<file path="src/rtl/edge_det_pkg.sv">
// rtl/edge_det_pkg.sv - shared mode encoding and event qualification for edge_det
package edge_det_pkg;

    typedef logic [1:0] mode_t;

    localparam mode_t MODE_OFF  = 2'b00;
    localparam mode_t MODE_RISE = 2'b01;
    localparam mode_t MODE_FALL = 2'b10;
    localparam mode_t MODE_BOTH = 2'b11;

    // new_level is the level just adopted, so 1 means a rise and 0 a fall
    function automatic logic mode_hit(input mode_t mode, input logic new_level);
        if (new_level)
            return (mode == MODE_RISE) || (mode == MODE_BOTH);
        else
            return (mode == MODE_FALL) || (mode == MODE_BOTH);
    endfunction

endpackage

</file>
<file path="src/rtl/edge_det_ch.sv">
// rtl/edge_det_ch.sv - one edge detector channel: synchroniser, glitch filter, pulse, sticky flag, counter
module edge_det_ch
    import edge_det_pkg::*;
#(
    parameter int SYNC_STAGES   = 2,
    parameter int FILTER_CYCLES = 1,
    parameter int CNT_WIDTH     = 8
) (
    input  logic                 i_clk,
    input  logic                 i_rst_n,
    input  logic                 i_sig,
    input  logic [1:0]           i_mode,
    input  logic                 i_clr,
    output logic                 o_level,
    output logic                 o_pulse,
    output logic                 o_flag,
    output logic [CNT_WIDTH-1:0] o_count
);

    localparam int                  KW      = (FILTER_CYCLES > 1) ? $clog2(FILTER_CYCLES) : 1;
    localparam logic [KW-1:0]        K_LAST  = KW'(FILTER_CYCLES - 1);
    localparam logic [CNT_WIDTH-1:0] CNT_MAX = '1;

    logic                 w_s;
    logic                 w_change;
    logic                 w_event;
    logic [KW-1:0]        r_k;
    logic                 r_level;
    logic                 r_pulse;
    logic                 r_flag;
    logic [CNT_WIDTH-1:0] r_count;

    generate
        if (SYNC_STAGES == 0) begin : g_nosync
            assign w_s = i_sig;
        end else begin : g_sync
            logic [SYNC_STAGES-1:0] r_sync;
            always_ff @(posedge i_clk or negedge i_rst_n) begin
                if (!i_rst_n)
                    r_sync <= '0;
                else
                    r_sync <= (r_sync << 1) | SYNC_STAGES'(i_sig);
            end
            assign w_s = r_sync[SYNC_STAGES-1];
        end
    endgenerate

    // The level flips only on the F-th consecutive sample that disagrees with it
    assign w_change = (w_s != r_level) && (r_k == K_LAST);
    assign w_event  = w_change && mode_hit(mode_t'(i_mode), w_s);

    always_ff @(posedge i_clk or negedge i_rst_n) begin
        if (!i_rst_n) begin
            r_k     <= '0;
            r_level <= 1'b0;
            r_pulse <= 1'b0;
            r_flag  <= 1'b0;
            r_count <= '0;
        end else begin
            if ((w_s == r_level) || w_change)
                r_k <= '0;
            else
                r_k <= r_k + KW'(1);

            if (w_change)
                r_level <= w_s;

            r_pulse <= w_event;
            r_flag  <= w_event | (r_flag & ~i_clr);

            // A clear coinciding with an event keeps that event
            if (w_event) begin
                if (i_clr)
                    r_count <= CNT_WIDTH'(1);
                else if (r_count != CNT_MAX)
                    r_count <= r_count + CNT_WIDTH'(1);
            end else if (i_clr) begin
                r_count <= '0;
            end
        end
    end

    assign o_level = r_level;
    assign o_pulse = r_pulse;
    assign o_flag  = r_flag;
    assign o_count = r_count;

endmodule

</file>
<file path="src/rtl/edge_det.sv">
// rtl/edge_det.sv - multi-channel edge detector; replicates edge_det_ch and slices the buses
module edge_det
    import edge_det_pkg::*;
#(
    parameter int CHANNELS      = 4,
    parameter int SYNC_STAGES   = 2,
    parameter int FILTER_CYCLES = 1,
    parameter int CNT_WIDTH     = 8
) (
    input  logic                          i_clk,
    input  logic                          i_rst_n,
    input  logic [CHANNELS-1:0]           i_sig,
    input  logic [2*CHANNELS-1:0]         i_mode,
    input  logic [CHANNELS-1:0]           i_clr,
    output logic [CHANNELS-1:0]           o_level,
    output logic [CHANNELS-1:0]           o_pulse,
    output logic [CHANNELS-1:0]           o_flag,
    output logic [CHANNELS*CNT_WIDTH-1:0] o_count
);

    generate
        for (genvar c = 0; c < CHANNELS; c++) begin : g_ch
            edge_det_ch #(
                .SYNC_STAGES  (SYNC_STAGES),
                .FILTER_CYCLES(FILTER_CYCLES),
                .CNT_WIDTH    (CNT_WIDTH)
            ) u_ch (
                .i_clk  (i_clk),
                .i_rst_n(i_rst_n),
                .i_sig  (i_sig[c]),
                .i_mode (i_mode[2*c +: 2]),
                .i_clr  (i_clr[c]),
                .o_level(o_level[c]),
                .o_pulse(o_pulse[c]),
                .o_flag (o_flag[c]),
                .o_count(o_count[c*CNT_WIDTH +: CNT_WIDTH])
            );
        end
    endgenerate

endmodule
</file>
<file path="config.mk">
export PLATFORM = sky130hd
export DESIGN_NAME = edge_det
export DESIGN_NICKNAME = d
export VERILOG_FILES = /design/src/rtl/edge_det_pkg.sv /design/src/rtl/edge_det_ch.sv /design/src/rtl/edge_det.sv
export SDC_FILE = /design/constraint.sdc
export NUM_CORES = 1
export LEC_CHECK = 0
export BUFFER_PORTS_ARGS = -buffer_cell sky130_fd_sc_hd__buf_2
export CAP_MARGIN = 20
export CORE_MARGIN = 3
export CORE_UTILIZATION = 55
export CTS_BUF_LIST = sky130_fd_sc_hd__clkbuf_4
export DETAILED_ROUTE_END_ITERATION = 8
export PLACE_DENSITY = 0.81
export SETUP_SLACK_MARGIN = 0.05
export SLEW_MARGIN = 20
export SYNTH_ARGS = -nofsm -noshare
export SYNTH_HDL_FRONTEND = slang
export SYNTH_SLANG_ARGS = --single-unit
</file>
<file path="constraint.sdc">
create_clock -name i_clk -period 5.4 [get_ports i_clk]
set_clock_uncertainty 0.1 [all_clocks]
set_input_delay 0.54 -clock i_clk [delete_from_list [all_inputs] [get_ports i_clk]]
set_output_delay 0.54 -clock i_clk [all_outputs]
set_load 0.1 [all_outputs]
</file>
### Word-level counts from Yosys, hierarchy flattened

Index checks and enable logic that the tools add are counted.

| storage, ports and cells | value |
|---|---|
| flip-flop bits (word level) | 56 |
| bits of input ports | 18 |
| output and inout port bits | 44 |
| word-level logic and storage cells | 132 |

| operators by class | value |
|---|---|
| add/subtract/negate cells | 8 |
| equal/unequal tests | 24 |
| muxes and demuxes | 24 |
| bitwise gates (word level) | 20 |
| reduce and logical (&&, ||, !) cells | 32 |

Operator list:

| cell | number |
|---|---|
| $mux W8 | 16 |
| $add A8 B1 Y8 const B | 4 |
| $ne A8 B8 Y1 const B | 4 |
| $eq A2 B2 Y1 const B | 8 |
| $reduce_bool A2 Y1 | 8 |
| $logic_or A1 B1 Y1 | 12 |
| $eq A2 B1 Y1 const B | 4 |
| $logic_and A1 B1 Y1 | 8 |
| $mux W1 | 8 |
| $not A1 Y1 | 8 |
| $or A2 B1 Y2 | 4 |
| $reduce_and A2 Y1 | 4 |
| $add A1 B1 Y1 const B | 4 |
| $and A1 B1 Y1 | 4 |
| $eq A1 B1 Y1 | 4 |
| $ne A1 B1 Y1 | 4 |
| $or A1 B1 Y1 | 4 |

### Depth between registers and ports, before layout

Gate-level depths: netlist of the first run.

| logic depth | value |
|---|---|
| word-level depth | 6 |
| mapped depth | 6 |
| mapped depth without buffers | 5 |

### Modules after synthesis

A second synthesis of the first run with hierarchy kept.

| second synthesis, totals | value |
|---|---|
| cell total of the unflattened synthesis | 253 |
| area, all modules | 2655.0 µm² |

By module, submodules not included:

| module | times used | cells each | area each (µm²) | seq. area each (µm²) |
|---|---|---|---|---|
| edge_det_ch (g_ch[0].u_ch ...) | 3 | 63 | 658.1 | 350.3 |
| edge_det_ch (g_ch[2].u_ch) | 1 | 64 | 680.7 | 350.3 |

### Least setup slack after synthesis of the first run

No wires, ideal clock.

| timing | value |
|---|---|
| kind | flip-flop to flip-flop |
| start point | register g_ch[0].u_ch.r_count[0] |
| end point | register g_ch[0].u_ch.r_count[7] |
| library setup time | 125 ps |
| data arrival time | 2295 ps |
| required time | 5175 ps |
| path slack | 2881 ps |
| stages on the path, launching flop included | 7 |
| path buffers | 1 |
| clock period less this slack | 2519 ps |
| cells stage by stage | dfrtp_1 > ha_1 > and3_1 > and3_1 > buf_2 > nor4_1 > mux2_2 |

| on the way | value |
|---|---|
| cells in the longest elaborated chain, start to end | 4 |
| elaborated cells between the ends (all ways) | 7 |
| classes of those cells | add/sub (1); eq/ne (1); mux (3); reduce/logical (2) |

RTL lines:

| what | line | RTL |
|---|---|---|
| start: declaration | edge_det_ch.sv:31 | `logic [CNT_WIDTH-1:0] r_count;` |
| start signal: assignment | edge_det_ch.sv:76 | `r_count <= r_count + CNT_WIDTH'(1);` |
| $add A8 B1 Y8 | edge_det_ch.sv:76 |  |
| $mux W8 | edge_det_ch.sv:75 | `else if (r_count != CNT_MAX)` |
| $mux W8 | edge_det_ch.sv:73 | `if (i_clr)` |
| $mux W8 | edge_det_ch.sv:72 | `if (w_event) begin` |

Several ways; a longest one is shown, not always the timed one. The select of a mux whose other input is x is not followed.
A chain may end at the register's enable or synchronous reset.

### Worst setup path in the final report of the first run

| timing | value |
|---|---|
| start point | register g_ch[1].u_ch.r_level |
| end point | register g_ch[1].u_ch.r_count[2] |

| on the way | value |
|---|---|
| cells in the longest elaborated chain, start to end | 5 |
| elaborated cells between the ends (all ways) | 6 |
| classes of those cells | eq/ne (1); mux (1); reduce/logical (4) |

RTL lines:

| what | line | RTL |
|---|---|---|
| start: declaration | edge_det_ch.sv:28 | `logic r_level;` |
| start signal: assignment | edge_det_ch.sv:66 | `r_level <= w_s;` |
| $ne A1 B1 Y1 (*) | edge_det_ch.sv:49 | `assign w_change = (w_s != r_level) && (r_k == K_LAST);` |
| $logic_and A1 B1 Y1 (*) | edge_det_ch.sv:49 |  |
| $logic_and A1 B1 Y1 (*) | edge_det_ch.sv:50 | `assign w_event = w_change && mode_hit(mode_t'(i_mode), w_s);` |
| net g_ch[1].u_ch.w_event | edge_det_ch.sv:26 | `logic w_event;` |
| $reduce_bool A2 Y1 (no source line) | - |  |
| $reduce_and A2 Y1 (no source line) | - |  |
| end signal: assignment | edge_det_ch.sv:76 |  |
| end: declaration | edge_det_ch.sv:31 |  |

Mark *: on every way through the listed nets, which the timed path passes. The rest lies on a longest branch.

==> impl_metrics.json, run 1 <==
{
  "status": "finished clean",
  "vias": 2127,
  "crit_chain": "and4bb_2 > a31oi_1 > inv_2 > and4b_2 > nor3_1",
  "hpwl_microns": 3710,
  "vias_per_cell": 6.13,
  "async_flop_share": 1.00,
  "wire_per_inst_microns": 15.1,
  "hold_start": "i_sig[0]",
  "synth_top_flop_cell": "dfrtp_1",
  "firstDrtPassIters": 4,
  "pwr_density_cell_mw_per_mm2": 272,
  "multiInputGateArea_sq_mm": 0.00107,
  "rsz0062_at_grt": "no",
  "place_ws_ns": 3.04,
  "max-vdd-ir-drop_uv": 165,
  "synth.most_common_cell": "dfrtp_1",
  "critPathKind": "reg -> reg",
  "synth_edf_count": 0,
  "clock_latency_ns": 0.37,
  "initial_core_util": 0.588,
  "dieArea_sq_mm": 0.00568,
  "r2r-end": "g_ch[1].u_ch.o_count[2]",
  "yosys_warnings": 0,
  "postLayoutSetupSlackWorst_ns": 3.23,
  "grt-ovfl-total": 0,
  "cpMaxStageDelayCell": "a31oi_1",
  "fin_nets": 316,
  "synth.distinct_cells": 39,
  "drive_above_1_share": 0.285,
  "grt_pass1_wl_microns": 8220,
  "reg2reg_slack_ns": 3.23,
  "grt_usage": 0.188,
  "ys_ff_latch": 56,
  "critPathLaunchType": "flop",
  "route.detailed.drc": 0,
  "r2r_start": "g_ch[1].u_ch.o_level",
  "clockBufferDepth": 2,
  "regArea_sq_mm": 0.00140,
  "internal-power_mw": 0.520,
  "postSynthAreaPerCell_sq_um": 10.8,
  "synth.top_cell.area_share": 0.529,
  "path_clk_slew_ns": 0.15,
  "worstPathMaxFanout": 12,
  "n_antenna_cell": 0,
  "coreArea_sq_mm": 0.00450,
  "die_y_microns": 75.4,
  "seqPwrFrac": 0.568,
  "fmax_mhz": 461,
  "fin_crit_ns": 2.17,
  "setup_viol": 0,
  "hold_depth": 1,
  "cts_setup_buffers": 0,
  "postRouteAntennaNets": 0,
  "finalSetupTns_ns": 0,
  "drt-initial-drc-count": 77,
  "gp_congestion": 0.848,
  "rows": 24,
  "hold_buffers": 0,
  "worstPathArrival_ns": 2.37,
  "synth_area_sq_mm": 0.00265,
  "hold_class": "in -> reg",
  "worst_pin_slew_ns": 0.951,
  "synthToLayoutAreaGrowth_pct": 11.2,
  "die-width_microns": 75.4,
  "min_to": "g_ch[0].u_ch.g_sync.r_sync[0]",
  "cap_violations": 0,
  "grt_pass1_vias": 1879,
  "antenna_found_initial": 0,
  "p_comb_frac": 0.210,
  "htreeDepth": 2,
  "cts_tree": "done",
  "ctsResizeCount": 0,
  "yosysTopAreaCell": "dfrtp_1",
  "cts_root_buf": "clkbuf_4",
  "net-switching-power_mw": 0.281,
  "finalMaxSlewViolations": 0,
  "switching_share": 0.350,
  "synth_cells": 245,
  "final_util": 0.653,
  "cpPeakStageDelay_ns": 0.70,
  "pin_count": 62,
  "nFillCells": 383,
  "cts.sinks": 56,
  "cp-end-kind": "flop",
  "cts_buffers": 5,
  "clkPwrFrac": 0.221,
  "slew_headroom": 0.363,
  "wirelength_microns": 5250,
  "ys_top_cells_by_count": "dfrtp_1, a21oi_1, nand3_1",
  "seq_area_frac_synth": 0.529,
  "reg2reg_depth": 5,
  "required_ns": 5.61,
  "hold_violations": 0,
  "grt_max_degree": 57,
  "timing.final.crit_share": 0.401,
  "static-leakage-power_nw": 1.40,
  "yosys-top-cells-area": "dfrtp_1, a21oi_1, buf_4",
  "port_buffers": 61
}
cell families after synthesis:
logic type / count (synthesis) / share of synthesized area
other: 1 / 0.00142
flip-flops: 56 / 0.529
AND/OR/NAND/NOR: 82 / 0.194
buffers and inverters: 33 / 0.0709
adder cells (fa/ha/maj): 4 / 0.0189
multiplexers: 7 / 0.0298
AO/OA/AOI/OAI: 62 / 0.155
placed cells by master (no fill, tap or decap), drive strengths merged, types with 7 or more instances in the layout:
master  synthesis  final
a21oi          20     20
buf            19     62
dfrtp          56     56
inv            10     10
mux2            7      7
nand2           8      8
nand3          14     14
nor2           10     10
o21ai           8      8
o31ai           9      9
or4            12     12
metrics by stage:
| step | hold slack, ns | std cells | instance area (sq um) | total power [mW] |
|---|---|---|---|---|
| after floorplan | 0.144 | 248 | 2660 | 0.606 |
| after global placement | 0.234 | 339 | 2890 | 0.630 |
| after detailed placement | 0.239 | 339 | 2890 | 0.633 |
| after CTS | 0.142 | 347 | 2940 | 0.811 |
| after global routing | 0.130 | 347 | 2940 | 0.842 |
| final | 0.159 | 347 | 2940 | 0.801 |
flip-flops by register name (all words and copies together) (netlist names):
name                     cells
g_ch.u_ch.o_count           32
g_ch.u_ch.g_sync.r_sync      8
g_ch.u_ch.o_flag             4
g_ch.u_ch.o_level            4
g_ch.u_ch.o_pulse            4
g_ch.u_ch.r_k                4
critical path: cells and delay by family (launching register included):
kind	cells	cell delay [ns]
AO/OA/AOI/OAI	1	0.70
AND/OR/NAND/NOR	3	0.68
flip-flops	1	0.43
buffers and inverters	1	0.20
worst max-delay path by stage:
stage | startpoint | endpoint | depth (start not counted)
global route | g_ch[1].u_ch.o_level | g_ch[1].u_ch.o_count[2] | 5
finish | g_ch[1].u_ch.o_level | g_ch[1].u_ch.o_count[2] | 5
CTS | g_ch[1].u_ch.o_level | g_ch[1].u_ch.o_count[2] | 5
global placement | i_mode[5] | g_ch[2].u_ch.o_count[4] | 6
floorplan | g_ch[0].u_ch.o_count[0] | g_ch[0].u_ch.o_count[7] | 6
detailed placement | i_mode[3] | g_ch[1].u_ch.o_count[2] | 6
cell type report:
| type | instances | area share |
|---|---|---|
| clock buffers | 6 | 0.0153 |
| well taps | 52 | 0.0221 |
| flip-flops and latches | 56 | 0.476 |
| clock inverters | 2 | 0.00383 |
| multi-input cells | 159 | 0.364 |
| inverters | 10 | 0.0128 |
| repair buffers | 62 | 0.106 |
power by group through the flow:
stage | Clock (mW) | Sequential (mW) | Combinational, mW
after CTS | 0.187 | 0.455 | 0.170
final | 0.177 | 0.455 | 0.168
after global placement | 0 | 0.462 | 0.168
after floorplan | 0 | 0.501 | 0.104
after detailed placement | 0 | 0.463 | 0.170
after global routing | 0.206 | 0.458 | 0.178
per-layer routing:
metal  up-vias  global-route usage  share of wire
met2        56               0.302           0.48
li1       1018                   -              -
met5         -                   0              0
met3         6              0.0369          0.050
met4         0              0.0835          0.011
met1      1047               0.247           0.46
Note: power is estimated with default switching activity, not from simulation.
==> run 2, diff against run 1 <==
- clock period: 5.4 -> 2.25 ns (I/O delays scaled with it)
==> impl_metrics.json, run 2 (same netlist as run 1, synthesis figures left out) <==
{
  "cts_tree": "done",
  "pin_count": 62,
  "port_buffers": 61,
  "clockBufferDepth": 2,
  "cts.sinks": 56,
  "route.detailed.drc": 0,
  "synthToLayoutAreaGrowth_pct": 15.6,
  "dieArea_sq_mm": 0.00568,
  "grt-ovfl-total": 0,
  "clock_latency_ns": 0.35,
  "htreeDepth": 2,
  "finalMaxSlewViolations": 0,
  "postRouteAntennaNets": 0,
  "vias_per_cell": 5.97,
  "hold_violations": 0,
  "mostFrequentLayoutCell": "buf_2",
  "required_ns": 2.41,
  "status": "finished clean",
  "cp-end-kind": "flop",
  "cts_root_buf": "clkbuf_4",
  "design_area_sq_mm": 0.00306,
  "design_power_total_mw": 1.94,
  "die_y_microns": 75.4,
  "nFillCells": 358,
  "fmax_mhz": 485,
  "drt-initial-drc-count": 182,
  "wirelength_microns": 5020,
  "rsz0062_at_grt": "no",
  "pwr_density_cell_mw_per_mm2": 633,
  "grt_pass1_vias": 1860,
  "finalSetupTns_ns": 0,
  "worst_pin_slew_ns": 0.652,
  "initial_core_util": 0.588,
  "hpwl_microns": 3630,
  "worstPathArrival_ns": 2.23,
  "fin_crit_ns": 2.06,
  "coreArea_sq_mm": 0.00450,
  "grt_pass1_wl_microns": 8210,
  "path_clk_slew_ns": 0.15,
  "timing.final.crit_share": 0.917,
  "static-leakage-power_nw": 1.43,
  "max-vdd-ir-drop_uv": 491,
  "vias": 2125,
  "grt_usage": 0.186,
  "gp_congestion": 0.823,
  "hold_class": "in -> reg",
  "worstPathMaxFanout": 11,
  "placed_area_sq_mm": 0.00294,
  "layout_common_cells": "buf_2, dfrtp_1, a21oi_1",
  "grt_max_degree": 35,
  "fin_nets": 325,
  "critPathLaunchType": "flop",
  "rows": 24,
  "firstDrtPassIters": 5,
  "cap_violations": 0,
  "n_antenna_cell": 0,
  "setup_viol": 0,
  "largest_reg_flops": 32,
  "cts_buffers": 5,
  "antenna_found_initial": 0,
  "die-width_microns": 75.4,
  "critPathKind": "reg -> reg",
  "slew_headroom": 0.563,
  "drive_above_1_share": 0.332,
  "wire_per_inst_microns": 14.1
}
run 2: layout make-up:
cell class	count	area (sq um)	share of cell area
Sequential cell	56	1420	0.463
Multi-Input combinational cell	159	1080	0.352
Timing Repair Buffer	71	408	0.133
Tap cell	52	65.1	0.0213
Clock buffer	7	52.6	0.0172
Inverter	10	37.5	0.0123
Clock inverter	1	5.00	0.00164
run 2: worst paths after layout:
kind,depth (start not counted),to,startpoint,slack (ns)
setup / recovery,5,g_ch[0].u_ch.o_count[7],g_ch[0].u_ch.o_count[0],0.19
hold / removal,2,g_ch[0].u_ch.o_count[3],i_clr[0],0.03
setup reg to reg,5,g_ch[0].u_ch.o_count[7],g_ch[0].u_ch.o_count[0],0.19
hold reg to reg,0,g_ch[2].u_ch.g_sync.r_sync[1],g_ch[2].u_ch.g_sync.r_sync[0],0.26
max in group asynchronous,3,g_ch[3].u_ch.o_count[1],i_rst_n,1.23
min in group asynchronous,2,g_ch[0].u_ch.o_count[2],i_rst_n,0.25
run 2: timing repair:
item,in CTS,in global routing
buffers inserted,0,0
endpoints found under the hold margin,26,2
setup endpoints to repair,0,1
hold buffers,5,1
gates resized for setup,0,1
run 2: worst max-delay path: stages, from the launching register on:
cell	delay [ns]
dfrtp_2	0.48
ha_1	0.28
and3_1	0.16
and3_1	0.28
nor4_2	0.31
mux2_2	0.36
run 2: per-stage QoR:
stage | utilization | cells | setup WS, ns | hold slack (ns)
CTS | 0.676 | 355 | 0.166 | 0.00862
floorplan | - | 248 | -0.0259 | -0.171
global placement | 0.652 | 342 | 0.275 | 0.131
detailed placement | 0.652 | 342 | 0.181 | 0.130
finish | 0.679 | 356 | 0.186 | 0.0342
global route | 0.679 | 356 | 0.0815 | 0.0101
run 2: layer usage:
layer / part of all wire / wire [microns] / GRT usage / up-vias
met5: 0 / 0 / 0 / -
met4: 0.0084 / 42 / 0.0641 / 0
met3: 0.049 / 247 / 0.0475 / 8
met2: 0.48 / 2440 / 0.309 / 56
met1: 0.46 / 2300 / 0.238 / 1022
li1: - / - / - / 1039
run 2: power breakdown:
group	switching (mW)	leakage (nW)	internal, mW
clock	0.277	0.0361	0.147
combinational	0.340	0.674	0.0801
sequential	0.0402	0.717	1.05
total	0.657	1.43	1.28
==> run 3, diff against run 2 <==
- clock period: 2.25 -> 2.1 ns (I/O delays scaled with it)
==> impl_metrics.json, run 3 (same netlist as run 1, synthesis figures left out) <==
{
  "initial_core_util": 0.588,
  "reg2reg_slack_ns": 0.09,
  "static-leakage-power_nw": 1.42,
  "fin_crit_ns": 2.01,
  "n_antenna_cell": 0,
  "gp_congestion": 0.833,
  "coreArea_sq_mm": 0.00450,
  "drive_above_1_share": 0.388,
  "timing.final.crit_share": 0.959,
  "rsz0062_at_grt": "yes",
  "path_clk_slew_ns": 0.14,
  "setup_viol": 0,
  "critPathKind": "reg -> reg",
  "port_buffers": 61,
  "clock_latency_ns": 0.37,
  "final_cells": 361,
  "clockBufferDepth": 2,
  "worst_pin_slew_ns": 0.632,
  "worstPathMaxFanout": 11,
  "cts.sinks": 56,
  "layout_common_cells": "buf_2, dfrtp_1, dfrtp_2",
  "required_ns": 2.30,
  "grt_max_degree": 31,
  "die_y_microns": 75.4,
  "pin_count": 62,
  "die-width_microns": 75.4,
  "grt-ovfl-total": 0,
  "crit_chain": "ha_4 > and3_1 > and3_2 > or4_1 > a21oi_2",
  "dp.cells": 342,
  "cp-end-kind": "flop",
  "postRouteAntennaNets": 0,
  "vias": 2170,
  "htreeDepth": 2,
  "fin_nets": 330,
  "synthToLayoutAreaGrowth_pct": 19.0,
  "grt_pass1_wl_microns": 8850,
  "antenna_found_initial": 0,
  "grt_usage": 0.199,
  "nFillCells": 359,
  "critical_path_buf_inv_count": 0,
  "cts_buffers": 5,
  "hold_class": "in -> reg",
  "worstPathArrival_ns": 2.21,
  "firstDrtPassIters": 4,
  "cts_root_buf": "clkbuf_4",
  "pwr_density_cell_mw_per_mm2": 660,
  "max-vdd-ir-drop_uv": 466,
  "finalMaxSlewViolations": 0,
  "fmax_mhz": 496,
  "largest_reg_flops": 32,
  "status": "finished clean",
  "slew_headroom": 0.579,
  "design_power_total_mw": 2.08,
  "cpPeakStageDelay_ns": 0.54,
  "mostFrequentLayoutCell": "buf_2",
  "route.detailed.drc": 0,
  "hpwl_microns": 3740,
  "wirelength_microns": 5420,
  "cap_violations": 0,
  "wire_per_inst_microns": 15.0,
  "cp_top_family": "simple AND/OR/NAND/NOR gates",
  "vias_per_cell": 6.01,
  "rows": 24,
  "drt-initial-drc-count": 171,
  "grt_pass1_vias": 1948,
  "critPathLaunchType": "flop",
  "cts_tree": "done",
  "cpMaxStageDelayCell": "dfrtp_4",
  "hold_violations": 0,
  "dieArea_sq_mm": 0.00568
}
## run 3: power breakdown
| part | internal, mW | switching [mW] |
|---|---|---|
| Clock | 0.124 | 0.318 |
| Combinational | 0.0952 | 0.368 |
| Sequential | 1.13 | 0.0441 |
## run 3: final timing paths
kind                                          startpoint                             to  depth (start not counted)
setup / recovery                 g_ch[0].u_ch.o_count[0]        g_ch[0].u_ch.o_count[3]                          5
hold / removal                                 i_mode[4]            g_ch[2].u_ch.o_flag                          4
setup reg to reg                 g_ch[0].u_ch.o_count[0]        g_ch[0].u_ch.o_count[3]                          5
hold reg to reg            g_ch[1].u_ch.g_sync.r_sync[0]  g_ch[1].u_ch.g_sync.r_sync[1]                          0
max in group asynchronous                        i_rst_n        g_ch[0].u_ch.o_count[4]                          3
min in group asynchronous                        i_rst_n        g_ch[0].u_ch.o_count[2]                          2
## run 3: tightest hold or removal path, cell delays in order
cell and delay [ns]:
buf_2 0.08, a31oi_1 0.13, buf_4 0.17, o21ai_0 0.06
## run 3: repair_timing
item                                    in CTS  in global routing
setup buffers                                0                  2
hold buffers                                 9                  0
resized for setup                            1                  4
endpoints found under the hold margin       40                  0
endpoints found under the setup margin       1                  3
## run 3: per-layer routing
| layer | GRT usage | vias to the layer above | part of all wire |
|---|---|---|---|
| li1 | - | 1051 | - |
| met1 | 0.268 | 1034 | 0.45 |
| met2 | 0.326 | 78 | 0.49 |
| met3 | 0.0330 | 7 | 0.055 |
| met4 | 0.0699 | 0 | 0.012 |
| met5 | 0 | - | 0 |
## run 3: cell type report
class / instances / area, sq um / share of cell area
flip-flops and latches: 56 / 1440 / 0.458
multi-input cells: 159 / 1100 / 0.350
clock inverters: 3 / 13.8 / 0.00437
repair buffers: 76 / 453 / 0.144
inverters: 10 / 37.5 / 0.0119
clock buffers: 5 / 37.5 / 0.0119
well taps: 52 / 65.1 / 0.0206
## run 3: metrics by stage
step | worst slack (ns) | utilization | hold slack (ns) | TNS [ns] | cell area (sq um)
2_1_floorplan | -0.0432 | - | -0.186 | -0.0432 | 2720
3_3_place_gp | 0.132 | 0.661 | 0.161 | 0 | 2980
3_5_place_dp | 0.0926 | 0.661 | 0.169 | 0 | 2980
4_1_cts | 0.0547 | 0.693 | 0.198 | 0 | 3120
5_1_grt | 0.0396 | 0.700 | 0.218 | 0 | 3150
6_report | 0.0855 | 0.700 | 0.213 | 0 | 3150
